`src/rtl/counter_pkg.sv`:
```
`default_nettype none
// ============================================================================
// Module      : counter_pkg
// Description : Shared types and constants for the up/down modulo counter:
//               mode constants and the command enum used by priority decode.
// Revision    : 1.0 - initial release
// ============================================================================
package counter_pkg;

  // Overflow handling mode, sampled on the sat input
  localparam logic CNT_WRAP = 1'b0;
  localparam logic CNT_SAT  = 1'b1;

  // Winning command after priority decode (clr > ld > count)
  typedef enum logic [2:0] {
    CMD_HOLD = 3'd0,
    CMD_UP   = 3'd1,
    CMD_DN   = 3'd2,
    CMD_LD   = 3'd3,
    CMD_CLR  = 3'd4
  } cmd_e;

endpackage : counter_pkg
`default_nettype wire

```
`src/rtl/counter_step_alu.sv`:
```
`default_nettype none
// ============================================================================
// Module      : counter_step_alu
// Description : Combinational step arithmetic for the modulo counter. Clamps
//               the step to MAX, then adds or subtracts it with wrap or
//               saturate behaviour and flags crossings of MAX / 0.
// Revision    : 1.0 - initial release
// ============================================================================
module counter_step_alu
  import counter_pkg::*;
#(
  parameter int          WIDTH   = 8,
  parameter int unsigned MODULUS = 2**WIDTH
) (
  input  logic [WIDTH-1:0] q_i,
  input  logic [WIDTH-1:0] step_i,
  input  logic             dir_up_i,
  input  logic             sat_i,
  output logic [WIDTH-1:0] next_o,
  output logic             ovf_nxt_o,
  output logic             unf_nxt_o
);

  localparam int unsigned      MAX_U  = MODULUS - 1;
  localparam logic [WIDTH-1:0] MAX_V  = MAX_U[WIDTH-1:0];
  // Low WIDTH bits of the modulus; wrapped results always fit in WIDTH bits,
  // so modulo-2**WIDTH arithmetic with this constant yields the exact value
  // (for MODULUS == 2**WIDTH the constant is zero, i.e. natural roll-over).
  localparam logic [WIDTH-1:0] MOD_LO = MODULUS[WIDTH-1:0];

  logic [WIDTH-1:0] s_eff;
  logic [WIDTH:0]   sum;

  // Clamp step, then compute the up/down result with wrap or saturation
  always_comb begin
    s_eff     = (step_i > MAX_V) ? MAX_V : step_i;
    sum       = {1'b0, q_i} + {1'b0, s_eff};
    next_o    = q_i;
    ovf_nxt_o = 1'b0;
    unf_nxt_o = 1'b0;
    if (dir_up_i) begin
      if (sum > {1'b0, MAX_V}) begin
        ovf_nxt_o = 1'b1;
        next_o    = (sat_i == CNT_SAT) ? MAX_V : (sum[WIDTH-1:0] - MOD_LO);
      end else begin
        next_o = sum[WIDTH-1:0];
      end
    end else begin
      if (s_eff <= q_i) begin
        next_o = q_i - s_eff;
      end else begin
        unf_nxt_o = 1'b1;
        next_o    = (sat_i == CNT_SAT) ? '0 : (q_i - s_eff + MOD_LO);
      end
    end
  end

endmodule : counter_step_alu
`default_nettype wire

```
`src/rtl/counter_ud_mod.sv`:
```
`default_nettype none
// ============================================================================
// Module      : counter_ud_mod
// Description : Parametrised up/down modulo counter with programmable step,
//               parallel load with clamp, wrap/saturate mode, terminal-count
//               outputs and one-cycle ovf/unf/ld_err pulses.
// Revision    : 1.0 - initial release
// ============================================================================
module counter_ud_mod
  import counter_pkg::*;
#(
  parameter int          WIDTH         = 8,
  parameter int unsigned MODULUS       = 2**WIDTH,
  parameter int unsigned INITIAL_VALUE = 0
) (
  input  logic             clk,
  input  logic             rst_b,
  input  logic             clr,
  input  logic             ld,
  input  logic [WIDTH-1:0] d,
  input  logic             c_up,
  input  logic             c_dn,
  input  logic [WIDTH-1:0] step,
  input  logic             sat,
  output logic [WIDTH-1:0] q,
  output logic             tc_up,
  output logic             tc_dn,
  output logic             ovf,
  output logic             unf,
  output logic             ld_err
);

  localparam int unsigned      MAX_U  = MODULUS - 1;
  localparam logic [WIDTH-1:0] MAX_V  = MAX_U[WIDTH-1:0];
  localparam logic [WIDTH-1:0] INIT_V = INITIAL_VALUE[WIDTH-1:0];

  // Reject illegal parameter combinations at elaboration
  if ((WIDTH < 2) || (MODULUS < 2) || (MODULUS > 2**WIDTH) ||
      (INITIAL_VALUE > MODULUS - 1)) begin : g_bad_params
    $fatal(1, "counter_ud_mod: illegal WIDTH/MODULUS/INITIAL_VALUE");
  end

  cmd_e             cmd;
  logic [WIDTH-1:0] alu_next;
  logic             alu_ovf;
  logic             alu_unf;
  logic [WIDTH-1:0] q_q, q_d;
  logic             ovf_q, ovf_d;
  logic             unf_q, unf_d;
  logic             ld_err_q, ld_err_d;

  // Priority decode: clr > ld > single-direction count; both/neither hold
  always_comb begin
    cmd = CMD_HOLD;
    if (clr)                cmd = CMD_CLR;
    else if (ld)            cmd = CMD_LD;
    else if (c_up && !c_dn) cmd = CMD_UP;
    else if (c_dn && !c_up) cmd = CMD_DN;
  end

  counter_step_alu #(
    .WIDTH   (WIDTH),
    .MODULUS (MODULUS)
  ) u_alu (
    .q_i       (q_q),
    .step_i    (step),
    .dir_up_i  (cmd == CMD_UP),
    .sat_i     (sat),
    .next_o    (alu_next),
    .ovf_nxt_o (alu_ovf),
    .unf_nxt_o (alu_unf)
  );

  // Next-state selection; flags default low so each event pulses one cycle
  always_comb begin
    q_d      = q_q;
    ovf_d    = 1'b0;
    unf_d    = 1'b0;
    ld_err_d = 1'b0;
    case (cmd)
      CMD_CLR: q_d = INIT_V;
      CMD_LD: begin
        if (d > MAX_V) begin
          q_d      = MAX_V;
          ld_err_d = 1'b1;
        end else begin
          q_d = d;
        end
      end
      CMD_UP: begin
        q_d   = alu_next;
        ovf_d = alu_ovf;
      end
      CMD_DN: begin
        q_d   = alu_next;
        unf_d = alu_unf;
      end
      default: q_d = q_q;
    endcase
  end

  // State and flag registers with asynchronous active-low reset
  always_ff @(posedge clk or negedge rst_b) begin
    if (!rst_b) begin
      q_q      <= INIT_V;
      ovf_q    <= 1'b0;
      unf_q    <= 1'b0;
      ld_err_q <= 1'b0;
    end else begin
      q_q      <= q_d;
      ovf_q    <= ovf_d;
      unf_q    <= unf_d;
      ld_err_q <= ld_err_d;
    end
  end

  assign q      = q_q;
  assign ovf    = ovf_q;
  assign unf    = unf_q;
  assign ld_err = ld_err_q;
  assign tc_up  = (q_q == MAX_V);
  assign tc_dn  = (q_q == '0);

endmodule : counter_ud_mod
`default_nettype wire

```
`config.mk`:
```
export PLATFORM = sky130hd
export DESIGN_NAME = counter_ud_mod
export DESIGN_NICKNAME = d
export VERILOG_FILES = /design/src/rtl/counter_pkg.sv /design/src/rtl/counter_step_alu.sv /design/src/rtl/counter_ud_mod.sv
export SDC_FILE = /design/constraint.sdc
export NUM_CORES = 1
export LEC_CHECK = 0
export ABC_AREA = 1
export CORE_ASPECT_RATIO = 0.5
export CORE_UTILIZATION = 55
export DETAILED_ROUTE_END_ITERATION = 16
export PLACE_DENSITY = 0.87
export SLEW_MARGIN = 20
export SYNTH_ARGS = -nofsm -noshare
export SYNTH_HDL_FRONTEND = slang
export SYNTH_SLANG_ARGS = --single-unit
```
`constraint.sdc`:
```
create_clock -name clk -period 4.2 [get_ports clk]
set_clock_uncertainty 0.2 [all_clocks]
set_input_delay 0.84 -clock clk [delete_from_list [all_inputs] [get_ports clk]]
set_output_delay 0.84 -clock clk [all_outputs]
set_load 0.03 [all_outputs]
```
==> out/results.ini <==
[run_status]
run_status=completed

[route]
post_drt_via_cell_ratio=5.33
drcViolationCount=0
vias=1669
post_drt_wl_per_cell_um=13.5
detail_route.iter0.violations=222
drtPass1Iterations=7
antenna_left=0
postRouteWirelength_mm=4.23

[min_path]
hold_start=q[7]
hold_path_depth=2
hold_class=reg -> reg
min_to=q[7]

[critical_path]
setup.worst_path.start=q[4]
r2r.worst_path.cells=14
r2r_end=q[4]
critical_path_peak_fanout=6
r2r_slack_ps=1750
critical_path_required_ps=3160
critPathArrivalTime_ps=2190
rr_startpoint=q[0]
category_of_the_most_critical_setup_path=reg -> out
worstSetupStartpointType=flip-flop
endpoint_kind=primary output

[die]
die_width_um=76.7
io-pin-count=36
row_count=13
die-height_um=39.3
dieArea_mm2=0.00302
core_box_area_mm2=0.00262
initial_core_util=0.586

[yosys]
yosys.cell_count.top_type=nand2_1
mappedNetlistNets=286
yosysTopAreaCell=nand2_1
instance_count_of_the_mapped_netlist=245
netlist-cell-type-count=34
synth_sequential_area_ratio=0.163
yosysWarnings=0
synthAdderAreaFrac=0.157
mappedNetlistArea_mm2=0.00153
syn-mean-instance-area_um2=6.26
synth_common_cells=nand2_1, inv_1, nand3_1, ha_1, nor2_1
synthArstFlopShare=1.00
synth_area_in_simple_gates=0.440
synth_top_flop_cell=dfrtp_1
yosys_register_bits=10
synth-compound-area-share=0.0612
combinational_family_with_the_most_area_after_synthesis=simple AND/OR/NAND/NOR gates
synth-edff-count=0
post-synth-top-area-fraction=0.171
synth_mux_area_frac=0
synth_xor_xnor_area_share=0.0228
synthTopCellsByArea=nand2_1, dfrtp_1, ha_1, inv_1, nand3_1

[clock_tree]
cts-root-buf=clkbuf_8
tritoncts=done
cts_repair_resize_count=0
clkSlewWorstSetupHoldPaths_ps=40
cts_htree_levels=1
cts-buffers-inserted=3
cts.sinks=10
later_pin_clock_latency_in_the_skew_report_ps=230
clockBufferDepth=2
cts-hold-fix-buffers=0
post_cts.repair.setup_buffers=0

[final_layout]
n_antenna_cell=0
final_cells=313
nFillCells=239
layout.area.seq_um2=250
drive_gt1_frac=0.0833
multi_input_comb_area_mm2=0.00105
fin_nets=319
final_instance_area_mm2=0.00191
areaGrowthSynthToFinish_pct=24.2

[global_routing]
first_global_vias=1411
grt_antenna_before_repair=0
grt_start_max_net_pins=11
gr-total-overflow=0
grt_pass1_wl_mm=6.35
global_router_s_overall_resource_usage=0.287

[placed_design]
dpl-instance-area_mm2=0.00186
numPlacedInstances=310
pre_cts_slack_ps=991
gpl.final_weighted_congestion=0.927
input_output_buffers=34
hpwl_mm=3.50

[sta]
postLayoutSetupSlackWorst_ps=966
finalHoldViolations=0
final_period_minus_worst_setup_slack_ps=3230
fmax_mhz=309
unrepaired_setup_endpoints_after_global_routing=no
final.setup.tns_ps=0
slew_viol_final=0
number_of_setup_violations_in_the_final_report=0
final_clock_period_utilization_by_the_worst_path=0.770

[power_and_ir_drop]
power-per-cell-area_mw_per_mm2=261
irDropWorstVdd_mv=0.154
leakagePower_uw=0.00105

[run]
cap_viol_max_count=0

## kinds of logic after synthesis
| kind of cell | Yosys count |
|---|---|
| AOI/OAI and AO/OA | 17 |
| xor gates and xnor gates | 4 |
| adders and majority gates | 18 |
| buffers and inverters | 53 |
| DFF | 10 |
| other | 1 |
| and+or+nand+nor | 142 |
## flip-flops by register name, indices dropped and copies added (netlist names)
name and cells:
ovf 1, q 8, unf 1
## through the flow
step | power (uW) | hold slack [ps] | util
2_1_floorplan | 310 | 344 | -
3_3_place_gp | 388 | 395 | 0.712
3_5_place_dp | 393 | 411 | 0.712
4_1_cts | 493 | 426 | 0.728
5_1_grt | 530 | 455 | 0.728
6_report | 498 | 424 | 0.728
## final cells by class
class / instances / share of cell area
Clock buffer: 3 / 0.0217
Inverter: 47 / 0.0939
Multi-Input combinational cell: 182 / 0.550
Sequential cell: 10 / 0.131
Tap cell: 37 / 0.0243
Timing Repair Buffer: 34 / 0.179
## critical path, stage by stage (launching register included)
cell and delay, ps:
dfrtp_1 470, or4_1 580, nor4_1 200, clkdlybuf4s50_1 720
## how the worst max path moves through the flow
stage          endpoint  slack, ps  depth (start not counted)
5_1_grt           tc_dn        950                          3
2_1_floorplan     tc_dn       1190                          2
3_5_place_dp       q[0]        990                         11
4_1_cts           tc_dn        990                          3
6_report          tc_dn        970                          3
3_3_place_gp       q[4]       1050                         14
## power by group
| part | total, uW | switching, uW | internal (uW) |
|---|---|---|---|
| clock network | 98.2 | 35.6 | 62.6 |
| logic | 277 | 172 | 106 |
| registers | 123 | 17.4 | 105 |
## routing by layer
layer	track usage	up-vias	part of all wire
li1	-	838	-
met1	0.395	760	0.48
met2	0.500	68	0.43
met3	0.0186	3	0.081
met4	0.0769	0	0.0043
met5	0	-	0
## layout by cell type (no fill, tap or decap), drive strengths merged
master,Yosys,final
nand2,76,76
inv,46,46
clkdlybuf4s50,0,34
nand3,32,32
nor2,18,18
ha,16,16
nand4,11,11
dfrtp,10,10
a21oi,10,10
o21ai,5,5
xor2,3,3
clkbuf,0,3
fa,2,2
or4,1,1
nor4,1,1
o21bai,1,1
and2,1,1
nand2b,1,1
o21a,1,1
or2,1,1
clkinv,1,1
xnor2,1,1
conb,1,1
(Power assumes the default switching activity.)
